**config.mk**
```make
export PLATFORM = sky130hd
export DESIGN_NAME = seg_scan_display
export DESIGN_NICKNAME = d
export VERILOG_FILES = /design/src/rtl/seg_pkg.sv /design/src/rtl/seg_hex_decoder.sv /design/src/rtl/seg_scan_display.sv
export SDC_FILE = /design/constraint.sdc
export NUM_CORES = 1
export LEC_CHECK = 0
export ABC_AREA = 1
export CORE_AREA = 2 2 89 91
export CTS_CLUSTER_DIAMETER = 30
export DETAILED_ROUTE_END_ITERATION = 12
export DIE_AREA = 0 0 91 93
export MAX_ROUTING_LAYER = met4
export PLACE_DENSITY = 0.71
export SLEW_MARGIN = 20
export SYNTH_ARGS = -nofsm -noshare
export SYNTH_HDL_FRONTEND = slang
export SYNTH_SLANG_ARGS = --single-unit
export TNS_END_PERCENT = 1
```
**constraint.sdc**
```tcl
create_clock -name CLK -period 3.3 [get_ports CLK]
set_input_delay 0.495 -clock CLK [delete_from_list [all_inputs] [get_ports CLK]]
set_output_delay 0.495 -clock CLK [all_outputs]
set_load 0.005 [all_outputs]
```
**src/rtl/seg_pkg.sv**
```systemverilog
// Shared constants and helpers for the multiplexed 7-segment scanner.
// Segment codes are active-low {dp,g,f,e,d,c,b,a}; polarity is applied at the top.
package seg_pkg;

    localparam logic [7:0] SEG_OFF = 8'hFF;

    function automatic logic [7:0] hex_to_seg(input logic [3:0] nib);
        logic [7:0] code;
        case (nib)
            4'h0:    code = 8'hC0;
            4'h1:    code = 8'hF9;
            4'h2:    code = 8'hA4;
            4'h3:    code = 8'hB0;
            4'h4:    code = 8'h99;
            4'h5:    code = 8'h92;
            4'h6:    code = 8'h82;
            4'h7:    code = 8'hF8;
            4'h8:    code = 8'h80;
            4'h9:    code = 8'h90;
            4'hA:    code = 8'h88;
            4'hB:    code = 8'h83;
            4'hC:    code = 8'hC6;
            4'hD:    code = 8'hA1;
            4'hE:    code = 8'h86;
            default: code = 8'h8E;
        endcase
        return code;
    endfunction

    function automatic int unsigned clog2(input int unsigned value);
        int unsigned width;
        width = 0;
        for (int unsigned k = 0; k < 32; k++) begin
            if ((64'd1 << width) < 64'(value)) width = width + 1;
        end
        return width;
    endfunction

endpackage

```
**src/rtl/seg_hex_decoder.sv**
```systemverilog
// Combinational nibble + decimal point -> active-low segment code.
// A suppressed digit shows only its decimal point, if lit.
module seg_hex_decoder
    import seg_pkg::*;
(
    input  logic [3:0] nibble_i,
    input  logic       dp_i,
    input  logic       suppress_i,
    output logic [7:0] seg_o
);

    always_comb begin
        seg_o = suppress_i ? SEG_OFF : hex_to_seg(nibble_i);
        if (dp_i) seg_o[7] = 1'b0;
    end

endmodule

```
**src/rtl/seg_scan_display.sv**
```systemverilog
// Multiplexed 7-segment driver with frame-aligned double-buffered updates.
// Optional feature macro: SEG_DIM_EN (adds brightness port and per-digit duty dimming).
module seg_scan_display
    import seg_pkg::*;
#(
    parameter int unsigned DIGITS     = 4,
    parameter int unsigned SCAN_DIV   = 65536,
    parameter bit          ACTIVE_LOW = 1'b1
)
(
    input  logic                  CLK,
    input  logic                  clr,
`ifdef SEG_DIM_EN
    input  logic [3:0]            brightness,
`endif
    input  logic [4*DIGITS-1:0]   disp_data,
    input  logic [DIGITS-1:0]     dp_in,
    input  logic                  load,
    output logic                  load_ack,
    input  logic                  blank,
    input  logic                  lz_en,
    output logic                  frame_start,
    output logic [DIGITS-1:0]     pos_ctrl,
    output logic [7:0]            num_ctrl
);

    localparam int unsigned IW = clog2(DIGITS);
    localparam int unsigned PW = clog2(SCAN_DIV);

    logic [PW-1:0]         prescaler_q, prescaler_d;
    logic [IW-1:0]         index_q, index_d;
    logic [4*DIGITS-1:0]   stage_data_q, stage_data_d;
    logic [DIGITS-1:0]     stage_dp_q, stage_dp_d;
    logic [4*DIGITS-1:0]   shadow_data_q, shadow_data_d;
    logic [DIGITS-1:0]     shadow_dp_q, shadow_dp_d;
    logic                  pending_q, pending_d;
    logic                  load_ack_q, load_ack_d;
    logic                  frame_start_q, frame_start_d;
    logic [DIGITS-1:0]     pos_q, pos_d;
    logic [7:0]            num_q, num_d;

    logic                  scan_tick;
    logic                  boundary;
    logic                  lit;
    logic [DIGITS-1:0]     suppress;
    logic [DIGITS-1:0]     sel;
    logic [3:0]            cur_nib;
    logic                  cur_dp;
    logic                  cur_sup;
    logic [7:0]            dec_seg;
    logic [7:0]            seg_code;

`ifdef SEG_DIM_EN
    logic [3:0]            bright_q, bright_d;
`endif

    always_comb begin
        scan_tick   = (prescaler_q == PW'(SCAN_DIV - 1));
        boundary    = scan_tick && (index_q == IW'(DIGITS - 1));
        prescaler_d = scan_tick ? '0 : prescaler_q + 1'b1;
        index_d     = index_q;
        if (scan_tick) index_d = (index_q == IW'(DIGITS - 1)) ? '0 : index_q + 1'b1;

        // Staging takes the new load even on the boundary edge; shadow takes the old staging.
        stage_data_d  = load ? disp_data : stage_data_q;
        stage_dp_d    = load ? dp_in : stage_dp_q;
        shadow_data_d = (boundary && pending_q) ? stage_data_q : shadow_data_q;
        shadow_dp_d   = (boundary && pending_q) ? stage_dp_q : shadow_dp_q;
        pending_d     = load ? 1'b1 : (boundary ? 1'b0 : pending_q);
        load_ack_d    = boundary && pending_q;
        frame_start_d = boundary;
    end

    // Digit i is a leading zero when it and every higher nibble are zero.
    always_comb begin
        logic all_zero;
        int unsigned i;
        all_zero = 1'b1;
        suppress = '0;
        for (int unsigned k = 0; k < DIGITS; k++) begin
            i = DIGITS - 1 - k;
            all_zero = all_zero && (shadow_data_q[4*i +: 4] == 4'h0);
            suppress[i] = lz_en && all_zero && (i != 0);
        end
    end

    always_comb begin
        sel     = '0;
        cur_nib = 4'h0;
        cur_dp  = 1'b0;
        cur_sup = 1'b0;
        for (int unsigned k = 0; k < DIGITS; k++) begin
            if (index_q == IW'(k)) begin
                sel[k]  = 1'b1;
                cur_nib = shadow_data_q[4*k +: 4];
                cur_dp  = shadow_dp_q[k];
                cur_sup = suppress[k];
            end
        end
    end

    seg_hex_decoder u_dec (
        .nibble_i   (cur_nib),
        .dp_i       (cur_dp),
        .suppress_i (cur_sup),
        .seg_o      (dec_seg)
    );

`ifdef SEG_DIM_EN
    always_comb begin
        bright_d = scan_tick ? brightness : bright_q;
        lit = (int unsigned'(prescaler_q) < (int unsigned'(bright_q) + 1) * (SCAN_DIV / 16));
    end
`else
    assign lit = 1'b1;
`endif

    always_comb begin
        seg_code = blank ? SEG_OFF : dec_seg;
        num_d    = ACTIVE_LOW ? seg_code : ~seg_code;
        pos_d    = ACTIVE_LOW ? ~(lit ? sel : '0) : (lit ? sel : '0);
    end

    always_ff @(posedge CLK) begin
        if (clr) begin
            prescaler_q   <= '0;
            index_q       <= '0;
            stage_data_q  <= '0;
            stage_dp_q    <= '0;
            shadow_data_q <= '0;
            shadow_dp_q   <= '0;
            pending_q     <= 1'b0;
            load_ack_q    <= 1'b0;
            frame_start_q <= 1'b0;
            pos_q         <= ACTIVE_LOW ? '1 : '0;
            num_q         <= ACTIVE_LOW ? SEG_OFF : ~SEG_OFF;
`ifdef SEG_DIM_EN
            bright_q      <= brightness;
`endif
        end else begin
            prescaler_q   <= prescaler_d;
            index_q       <= index_d;
            stage_data_q  <= stage_data_d;
            stage_dp_q    <= stage_dp_d;
            shadow_data_q <= shadow_data_d;
            shadow_dp_q   <= shadow_dp_d;
            pending_q     <= pending_d;
            load_ack_q    <= load_ack_d;
            frame_start_q <= frame_start_d;
            pos_q         <= pos_d;
            num_q         <= num_d;
`ifdef SEG_DIM_EN
            bright_q      <= bright_d;
`endif
        end
    end

    assign load_ack    = load_ack_q;
    assign frame_start = frame_start_q;
    assign pos_ctrl    = pos_q;
    assign num_ctrl    = num_q;

endmodule

```
== Yosys cells after proc, flatten, opt, wreduce, memory -nomap -nowiden ==
Memories as Yosys holds them, arrays and structs flattened.
Cells that the tools add are included.
Storage, ports and cells
  memory bits (read-only): 112
  bits in writable memories: 0
  register bits: 73
  latch bits: 0
  memories kept: 1
  logic and storage cells: 55
  input port bits: 25
Cells by class
  reduce and logical (&&, ||, !) cells: 15
  multiply operators: 0
  bitwise gates (word level): 1
  add/sub/neg operators: 2
  order comparisons: 0
  eq/ne operators: 4
  multiplexer cells: 20
  shift-type cells: 0
  divide/modulo/power cells: 0
Memories
  (no name shown): words 16, bits a word 7, rd ports 1, clocked after Yosys merged registers in 0, wr ports 0, line seg_pkg.sv:9  | case (nib)
Operators with widths (count)
  $add A16 B1 Y16 const B: 1
  $eq A16 B16 Y1 const B: 1
  $mux W4: 4
  $mux W1: 14
  $logic_not A4 Y1: 3
  $mux W8: 1
  $logic_and A1 B1 Y1: 7
  $eq A2 B2 Y1 const B: 2
  $not A4 Y4: 1
  $reduce_or A2 Y1: 2
  $reduce_or A3 Y1: 1
  $add A2 B1 Y2 const B: 1
  $eq A2 B1 Y1 const B: 1
  $logic_not A2 Y1: 1
  $mux W2: 1
  $reduce_bool A2 Y1: 1

== Logic depth before layout (Yosys ltp) ==
  depth after elaboration: 9
  mapped depth: 13

== By module ==
Synthesis repeated with hierarchy kept, for this count alone.
Second synthesis, totals
  cell total of the unflattened synthesis: 427
  area total of the unflattened synthesis: 3303.2 um2
By module, submodules not included
  seg_scan_display: cells each 375, times used 1, sequential area each 1461.4 um2, area each 3005.4 um2
  seg_hex_decoder: cells each 52, times used 1, sequential area each 0.0 um2, area each 297.8 um2

== Least setup slack after synthesis ==
No wires, ideal clock.
  path kind: register to register
  from: register index_q[0]
  to: register num_q[5] (netlist: num_ctrl[5])
  data arrival time: 1.700 ns
  period minus slack after synthesis: 1.841 ns
  stages on the path, launching flop included: 12
  buffers on the path: 1
  library setup time: 0.142 ns
  setup slack: 1.459 ns
  cells stage by stage: dfxtp_1 ha_1 buf_4 inv_2 or2_2 nand2_1 inv_1 ha_1 nand3_1 nand2_1 nand2_1 nand3_1
On the way
  longest elaborated chain between the ends: 6
  elaborated cells on any way between the ends: 13
Ends and longest elaborated chain
  start, declared: line seg_scan_display.sv:31  | logic [IW-1:0] index_q, index_d;
  start signal, assigned: line seg_scan_display.sv:142  | index_q <= index_d;
  $logic_not A2 Y1: line seg_scan_display.sv:93  | if (index_q == IW'(k)) begin
  $mux W4 (4 in series): line seg_scan_display.sv:93
  $mem_v2 Z16 W7
  end signal, assigned: line seg_scan_display.sv:136  | num_q <= ACTIVE_LOW ? SEG_OFF : ~SEG_OFF;
  end signal, assigned: line seg_scan_display.sv:151  | num_q <= num_d;
  end, declared: line seg_scan_display.sv:40  | logic [7:0] num_q, num_d;
Several ways; a longest one is shown, not always the timed one.
A chain may end at the register's enable or synchronous reset.

== Final worst setup path ==
  from: register index_q[0]
  to: register num_q[6] (netlist: num_ctrl[6])
The elaborated chain is that of the path after synthesis.

==> results.sh <==
export IMPL_status="complete, no violations"
export IMPL_dpl_cell_area_um2=3650
export IMPL_ys_seq_elements=73
export IMPL_routed_via_density=5.10
export IMPL_num_antenna_cells=0
export IMPL_drt_initial_drc_count=136
export IMPL_cts_sinks=73
export IMPL_numCtsBuffers=9
export IMPL_grt_usage_pct=17.9
export IMPL_worstSetupStartpointType="flop"
export IMPL_layout_commonest_cell="nand2_1"
export IMPL_totalWireLength_um=6970
export IMPL_cp_startpoint="index_q[0]$_SDFFE_PP0N_"
export IMPL_synthSimpleGateAreaFrac_pct=31.6
export IMPL_grt_antenna_before_repair=0
export IMPL_slew_viol_final=0
export IMPL_cp_end_kind="flop"
export IMPL_place_congestion=0.912
export IMPL_maxCapViolCount=0
export IMPL_synthXorXnorAreaFrac_pct=1.34
export IMPL_timing_rr_start="index_q[0]$_SDFFE_PP0N_"
export IMPL_maxSlewHeadroom_pct=49.5
export IMPL_grt_max_degree=29
export IMPL_fin_util_pct=51.4
export IMPL_die_y_um=93
export IMPL_finish_instance_area_um2=3870
export IMPL_dr_total_vias=2919
export IMPL_htree_levels=3
export IMPL_worstPathArrival_ns=2.45
export IMPL_hp_class="flop to flop"
export IMPL_drtAntennaViolNets=0
export IMPL_die_w_um=91
export IMPL_clk_pin_slew_ns=0.08
export IMPL_crit_type="flop to flop"
export IMPL_synth_compound_area_share_pct=10.2
export IMPL_worstMarginPinSlew_ns=0.757
export IMPL_final_cell_mix="86 x nand2_1, 73 x dfxtp_1, 71 x nor2_1"
export IMPL_avgRoutedWirePerCell_um=12.2
export IMPL_nets=502
export IMPL_ys_warn_count=0
export IMPL_clock_skew_ns=0.00733
export IMPL_dp_final_hpwl_um=4910
export IMPL_power_density_nw_per_um2=458
export IMPL_peakVddDrop_mv=0.262
export IMPL_worstReg2RegEnd="num_ctrl[6]$_SDFF_PP1_"
export IMPL_first_global_vias=2645
export IMPL_max_clock_path_buffers=2
export IMPL_drc=0
export IMPL_syn_area_um2=3270
export IMPL_ys_seq_area_share_pct=44.8
export IMPL_crit_end="num_ctrl[6]$_SDFF_PP1_"
export IMPL_timing_hold_ws_ns=0.455
export IMPL_avgSynthCellArea_um2=7.51
export IMPL_r2r_cells=11
export IMPL_coreArea_um2=7530
export IMPL_synth_enable_flop_cells=0
export IMPL_ios=39
export IMPL_synth_fp_nets=471
export IMPL_holdBufCountCts=0
export IMPL_hold_viol=0
export IMPL_cts_tree="done"
export IMPL_clock_latency_ns=0.35
export IMPL_yosysUniqueCellTypes=34
export IMPL_fin_crit_sh_pct=68.2
export IMPL_start_util_pct=43.4
export IMPL_fin_crit_ns=2.25
export IMPL_ys_flop_type="dfxtp_1"
export IMPL_netlist_instances=435
export IMPL_cts_resized=0
export IMPL_gr_total_overflow=0
export IMPL_synth_adder_area_share_pct=4.21
export IMPL_rows=32
export IMPL_tns_ns=0
export IMPL_area_delta_synth_final_pct=18.4
export IMPL_grt_pass1_wl_um=12000
export IMPL_setup_violations=0
export IMPL_fmax_mhz=444
export IMPL_synth_top_family_by_area="simple AND/OR/NAND/NOR gates"
export IMPL_fp_dieArea_um2=8460
export IMPL_cts_root_buf="clkbuf_8"
export IMPL_synthMuxAreaShare_pct=0
export IMPL_crit_path_max_fanout=28
export IMPL_r2r_slack_ns=1.05
export IMPL_async_reset_ff_share_pct=0
export IMPL_leakagePower_nw=1.51
export IMPL_grt_setup_unrepaired="false"
export IMPL_port_buffers=38
export IMPL_dr_pass1_iters=5
export IMPL_post_cts_setup_buffer_count=0
export IMPL_layout_drive_gt1_share_pct=6.17
export IMPL_cp_required_ns=3.50
cells in the mapped netlist, drive strengths merged, types with 2 or more instances:
| library cell | instances | area (µm²) |
|---|---|---|
| inv | 32 | 120 |
| nor2 | 74 | 299 |
| buf | 11 | 100 |
| nand4 | 23 | 144 |
| o21ai | 24 | 120 |
| xnor2 | 3 | 26.3 |
| clkbuf | 9 | 37.5 |
| nor3 | 6 | 35.0 |
| nand2 | 89 | 347 |
| nor3b | 2 | 15.0 |
| xor2 | 2 | 17.5 |
| ha | 11 | 138 |
| dfxtp | 73 | 1460 |
| or2 | 2 | 12.5 |
| nand3 | 31 | 165 |
| a21oi | 37 | 185 |
worst max-delay path: stages, from the launching register on:
cell and delay [ns]:
dfxtp_1 0.38, ha_1 0.17, buf_4 0.29, inv_2 0.14
or2_2 0.29, nand2_1 0.18, inv_1 0.11, ha_1 0.22
nand3_1 0.13, nand2_1 0.07, nand2_1 0.05, nand3_1 0.07
kinds of logic (layout without fill, tap and decap cells):
kind of cell | Yosys count | after routing
AO/OA/AOI/OAI | 65 | 65
buffers and inverters | 52 | 87
adder cells (fa/ha/maj) | 11 | 11
flip-flops | 73 | 73
XOR/XNOR | 5 | 5
AND/OR/NAND/NOR | 229 | 229
layer usage:
metal	track usage (%)	vias up	part of all wire, %
li1	-	1491	-
met3	4.51	11	5.2
met4	7.20	0	1.5
met2	27.8	78	46
met1	22.4	1339	48
met5	-	-	0
worst min path at each step:
| stage | to | start | slack, ns | depth (start not counted) |
|---|---|---|---|---|
| 4_1_cts | prescaler_q[0]$_SDFF_PP0_ | prescaler_q[0]$_SDFF_PP0_ | 0.46 | 1 |
| 2_1_floorplan | prescaler_q[0]$_SDFF_PP0_ | prescaler_q[0]$_SDFF_PP0_ | 0.42 | 1 |
| 3_3_place_gp | prescaler_q[0]$_SDFF_PP0_ | prescaler_q[0]$_SDFF_PP0_ | 0.43 | 1 |
| 5_1_grt | prescaler_q[0]$_SDFF_PP0_ | prescaler_q[0]$_SDFF_PP0_ | 0.48 | 1 |
| 3_5_place_dp | prescaler_q[0]$_SDFF_PP0_ | prescaler_q[0]$_SDFF_PP0_ | 0.44 | 1 |
| 6_report | prescaler_q[0]$_SDFF_PP0_ | prescaler_q[0]$_SDFF_PP0_ | 0.46 | 1 |
registers in the layout, indices dropped and copies added, names as in the netlist:
signal and count:
pending_q 1, index_q 2, shadow_dp_q 4, num_ctrl 8, pos_ctrl 4, stage_data_q 16
load_ack 1, prescaler_q 16, frame_start 1, shadow_data_q 16, stage_dp_q 4
power by group:
part           total, mW  internal, mW  switching [mW]
Sequential         0.925         0.906          0.0188
Combinational     0.0888        0.0475          0.0413
Clock              0.756         0.425           0.331
Total               1.77          1.38           0.391
area by class of cell:
class / instances / area (µm²)
Fill cell: 760 / 3660
Multi-Input combinational cell: 310 / 1550
Sequential cell: 73 / 1460
Timing Repair Buffer: 40 / 395
Tap cell: 102 / 128
Clock buffer: 9 / 124
Inverter: 32 / 120
Clock inverter: 6 / 92.6
per-stage QoR:
| stage | setup WS, ns | power (mW) | instances |
|---|---|---|---|
| after floorplan | 1.46 | 0.985 | 435 |
| after global placement | 1.06 | 1.03 | 557 |
| after detailed placement | 1.05 | 1.03 | 557 |
| after CTS | 1.06 | 1.79 | 572 |
| after global routing | 0.833 | 1.85 | 572 |
| final | 1.05 | 1.77 | 572 |
(Power assumes the default switching activity.)
